## config.mk

```make
export PLATFORM = sky130hd
export DESIGN_NAME = imem_loader
export DESIGN_NICKNAME = d
export VERILOG_FILES = /design/src/rtl/imem_loader.sv
export SDC_FILE = /design/constraint.sdc
export NUM_CORES = 1
export LEC_CHECK = 0
export CAP_MARGIN = 20
export CELL_PAD_IN_SITES_DETAIL_PLACEMENT = 0
export CELL_PAD_IN_SITES_GLOBAL_PLACEMENT = 2
export CORE_MARGIN = 2
export CORE_UTILIZATION = 27
export CTS_BUF_LIST = sky130_fd_sc_hd__clkbuf_2 sky130_fd_sc_hd__clkbuf_4 sky130_fd_sc_hd__clkbuf_8
export DETAILED_ROUTE_END_ITERATION = 8
export PLACE_DENSITY = 0.82
export SLEW_MARGIN = 20
export SYNTH_ARGS = -nofsm -noshare
export SYNTH_HDL_FRONTEND = slang
export SYNTH_SLANG_ARGS = --single-unit
```

## constraint.sdc

```tcl
create_clock -name CLK -period 2 [get_ports CLK]
set_input_delay 0.6 -clock CLK [delete_from_list [all_inputs] [get_ports CLK]]
set_output_delay 0.6 -clock CLK [all_outputs]
set_load 0.05 [all_outputs]
```

## src/rtl/imem_loader.sv

```systemverilog
// Boot-time instruction-memory programmer: turns a header-prefixed byte stream into
// big-endian 32-bit IMem writes and holds the core off until the image is in place.
module imem_loader #(
  parameter int IMEM_SIZE = 64
) (
  input  logic        CLK,
  input  logic        RST,
  input  logic        Start,
  input  logic [7:0]  In_Data,
  input  logic        In_Valid,
  output logic        In_Ready,
  output logic        WE,
  output logic [31:0] W_Ins,
  output logic [31:0] LD_PC,
  output logic        Busy,
  output logic        Done,
  output logic        Err
);

  // One extra bit so that index == N is representable when N == IMEM_SIZE.
  localparam int IW = $clog2(IMEM_SIZE) + 1;

  typedef enum logic [2:0] {
    IDLE,
    HDR0,
    HDR1,
    DATA,
    WRITE,
    DONE
  } state_t;

  state_t         state;
  logic [15:0]    n;
  logic [1:0]     bcnt;
  logic [23:0]    word;
  logic [IW-1:0]  idx;
  logic [IW-1:0]  idx_inc;
  logic [15:0]    hdr_n;
  logic           accept;

  assign In_Ready = (state == HDR0) || (state == HDR1) || (state == DATA);
  assign accept   = In_Valid && In_Ready;
  assign idx_inc  = idx + IW'(1);
  assign hdr_n    = {n[15:8], In_Data};

  always_ff @(posedge CLK) begin
    if (RST) begin
      state <= IDLE;
      n     <= '0;
      bcnt  <= '0;
      word  <= '0;
      idx   <= '0;
      WE    <= 1'b0;
      W_Ins <= '0;
      LD_PC <= '0;
      Busy  <= 1'b0;
      Done  <= 1'b0;
      Err   <= 1'b0;
    end else begin
      WE <= 1'b0;
      case (state)
        IDLE, DONE: begin
          if (Start) begin
            Err   <= 1'b0;
            Done  <= 1'b0;
            Busy  <= 1'b1;
            idx   <= '0;
            state <= HDR0;
          end
        end
        HDR0: begin
          if (accept) begin
            n[15:8] <= In_Data;
            state   <= HDR1;
          end
        end
        HDR1: begin
          if (accept) begin
            n[7:0] <= In_Data;
            // Empty or oversize images finish here without touching IMem.
            if (hdr_n == '0) begin
              state <= DONE;
              Done  <= 1'b1;
              Busy  <= 1'b0;
            end else if (hdr_n > 16'(IMEM_SIZE)) begin
              state <= DONE;
              Done  <= 1'b1;
              Busy  <= 1'b0;
              Err   <= 1'b1;
            end else begin
              bcnt  <= '0;
              state <= DATA;
            end
          end
        end
        DATA: begin
          if (accept) begin
            word <= {word[15:0], In_Data};
            bcnt <= bcnt + 2'd1;
            if (bcnt == 2'd3) begin
              state <= WRITE;
              WE    <= 1'b1;
              W_Ins <= {word, In_Data};
              LD_PC <= 32'({idx, 2'b00});
            end
          end
        end
        WRITE: begin
          idx <= idx_inc;
          if (16'(idx_inc) == n) begin
            state <= DONE;
            Done  <= 1'b1;
            Busy  <= 1'b0;
          end else begin
            state <= DATA;
          end
        end
        default: state <= IDLE;
      endcase
    end
  end

endmodule
```

==> results.sh <==
export IMPL_status="complete, no violations"
export IMPL_cts_root_buf="clkbuf_8"
export IMPL_grt_pass1_vias=3272
export IMPL_area_growth_pct=31.1
export IMPL_relSlewSlack=0.649
export IMPL_syn_cell_area_um2=3970
export IMPL_hold_viol=0
export IMPL_vdd_ir_drop_max_mv=0.454
export IMPL_postSynth_asyncResetShare=0
export IMPL_gp_congestion=0.756
export IMPL_fin_hold_ws_ns=0.456
export IMPL_drc=0
export IMPL_whs_endpoint="W_Ins[27]"
export IMPL_synth_edff_count=0
export IMPL_crit_chain="clkdlybuf4s50_1 -> nor4_4 -> and3b_2 -> nor2_1 -> a311oi_2 -> a21boi_1 -> o21ba_1"
export IMPL_worst_slew_pin_transition_ns=0.527
export IMPL_cts_buffers=9
export IMPL_die_area_um2=15700
export IMPL_worstReg2RegEnd="state[1]"
export IMPL_nets=603
export IMPL_cp_required_ns=2.26
export IMPL_setup_viol=0
export IMPL_rows=44
export IMPL_rr_worst_depth=7
export IMPL_grt_pass1_wl_mm=16.4
export IMPL_arrival_ns=2.21
export IMPL_yosysSeqAreaShare=0.479
export IMPL_yosysWarnings=0
export IMPL_max_freq_mhz=513
export IMPL_cp_end_kind="register"
export IMPL_coreArea_um2=14400
export IMPL_drv_slew=0
export IMPL_cpMaxStageDelayCell="clkdlybuf4s50_1"
export IMPL_leakagePower_nw=2.10
export IMPL_via_count=3490
export IMPL_fin_crit_sh=0.974
export IMPL_timing_critical_path_from_type="input port"
export IMPL_htreeDepth=3
export IMPL_slowest_delay_ns=0.47
export IMPL_hold_start="W_Ins[27]"
export IMPL_placed_cell_area_um2=4820
export IMPL_yosys_most_used_dff="dfxtp_1"
export IMPL_vias_per_cell=4.49
export IMPL_start_util=0.275
export IMPL_synth_distinct_cells=44
export IMPL_n_fill_cell=1519
export IMPL_dieHeight_um=125
export IMPL_post_drt_wl_per_cell_um=12.9
export IMPL_drv_cap=0
export IMPL_first_iter_violations=158
export IMPL_io_buffers=55
export IMPL_syn_avg_cell_area_um2=7.81
export IMPL_drtPass1Iterations=4
export IMPL_io_pins=81
export IMPL_path_max_fanout=2
export IMPL_final_core_util=0.361
export IMPL_period_needed_ns=1.95
export IMPL_track_usage=0.128
export IMPL_crit_type="input port to register"
export IMPL_clockBufferDepth=2
export IMPL_cts_tree="done"
export IMPL_drive_gt1_frac=0.207
export IMPL_rsz0062_at_grt="true"
export IMPL_clkLatencyLatePin_ns=0.37
export IMPL_antenna_left=0
export IMPL_finalClockSkew_ns=0.00966
export IMPL_power_density_nw_per_um2=817
export IMPL_wirelength_mm=10.0
export IMPL_grt_antenna_before_repair=0
export IMPL_final_cell_area_um2=5200
export IMPL_syn_instance_count=508
export IMPL_worst_r2r_setup_slack_ns=0.08
export IMPL_dieWidth_um=125
export IMPL_r2r_start="idx[0]"
export IMPL_hp_class="register to register"
export IMPL_grt_max_degree=28
export IMPL_hpwl_mm=7.18
export IMPL_antenna_cells=0
export IMPL_clock_sinks=95
export IMPL_globalRouteOverflowTotal=0
export IMPL_synth_seq_cells=95
export IMPL_hold_depth=2
export IMPL_clk_pin_slew_ns=0.08
-- worst max-delay path: cells and delay by family --
family / cells / cell delay [ns]
and+or+nand+nor: 3 / 0.56
buffers and inverters: 1 / 0.47
AOI/OAI and AO/OA: 3 / 0.58
-- registers in the layout (all words and copies together) (netlist names) --
signal	count
LD_PC	7
WE	1
state	3
Busy	1
Done	1
bcnt	2
W_Ins	32
idx	7
n	16
Err	1
word	24
-- timing repair --
action,4_1_cts,5_1_grt
resized for setup,13,14
hold buffers,0,0
endpoints found under the setup margin,15,12
buffers inserted,1,2
gates cloned,1,0
pin swaps,2,9
-- kinds of logic (layout without fill, tap and decap cells) --
family                     Yosys count  after routing  synth area share
muxes                                9              9            0.0230
and+or+nand+nor                    225            225             0.236
AOI/OAI and AO/OA                  110            110             0.152
xor gates and xnor gates             9              9            0.0199
adders and majority gates            2              2           0.00631
buffers and inverters               57            118            0.0823
DFF                                 95             95             0.479
other                                1             25          0.000945
-- power breakdown --
| part | switching (mW) | internal (mW) |
|---|---|---|
| sequential | 0.0359 | 1.94 |
| clock | 0.649 | 0.907 |
| combinational | 0.450 | 0.272 |
-- cells in the mapped netlist, drive strengths merged (2+ instances only) --
library cell  count  share of area
and2              2         0.0032
clkbuf           23          0.022
a21boi            3         0.0057
nor4              5         0.0079
buf              32          0.058
xor2              5          0.011
nor2b             3         0.0047
nand3             6         0.0076
dfxtp            95           0.48
inv               2         0.0019
ha                2         0.0063
nor3              5         0.0063
or3               5         0.0079
a31oi             2         0.0032
nand2b            2         0.0032
nor2             31          0.030
o21ai             9          0.011
and3              6         0.0095
nand2           155           0.15
mux2i             8          0.020
a22oi             3         0.0057
xnor2             4         0.0088
a21oi            83           0.10
a21o              2         0.0038
-- cell type report --
| type | count | area [um2] | share of cell area |
|---|---|---|---|
| tap | 184 | 230 | 0.0443 |
| sequential | 95 | 1900 | 0.366 |
| clock buffer | 12 | 159 | 0.0306 |
| timing repair buffer | 101 | 898 | 0.173 |
| inverter | 2 | 7.51 | 0.00144 |
| clock inverter | 3 | 90.1 | 0.0173 |
| multi-input combinational | 380 | 1910 | 0.368 |
-- routing by layer --
metal	GRT usage	vias up	share of wire	wire (um)
li1	-	1789	-	-
met1	0.178	1623	0.49	4970
met2	0.197	69	0.45	4530
met3	0.0359	9	0.045	455
met4	0.0333	0	0.0087	87
met5	0	-	0	0
-- per-stage QoR --
step           power [mW]  cells  worst slack, ns  TNS (ns)
2_1_floorplan        2.48    532            0.108         0
3_3_place_gp         2.67    758           -0.452    -16.03
3_5_place_dp         2.67    758           -0.547    -17.53
4_1_cts              4.28    775          0.00393         0
5_1_grt              4.45    777         -0.00410  -0.00410
6_report             4.25    777           0.0524         0
-- cell usage in the layout (no fill, tap or decap), drive strengths merged, types with 4 or more instances in the layout --
master / n
nor3: 5
xnor2: 4
clkdlybuf4s50: 6
o21ai: 9
nor4: 5
nand3: 6
clkbuf: 12
and3: 6
dfxtp: 95
nand2: 155
mux2i: 8
conb: 25
xor2: 5
buf: 91
nor2: 31
or3: 5
a21oi: 83
-- worst max-delay path by stage --
stage | slack, ns | endpoint | start
floorplan | 0.11 | state[1] | idx[0]
global placement | -0.45 | bcnt[1] | In_Data[0]
detailed placement | -0.55 | bcnt[1] | In_Data[0]
CTS | 0.004 | n[10] | In_Valid
global route | -0.004 | Busy | In_Data[2]
finish | 0.05 | Busy | In_Data[2]
No activity file was read; power rests on OpenSTA's default activity.
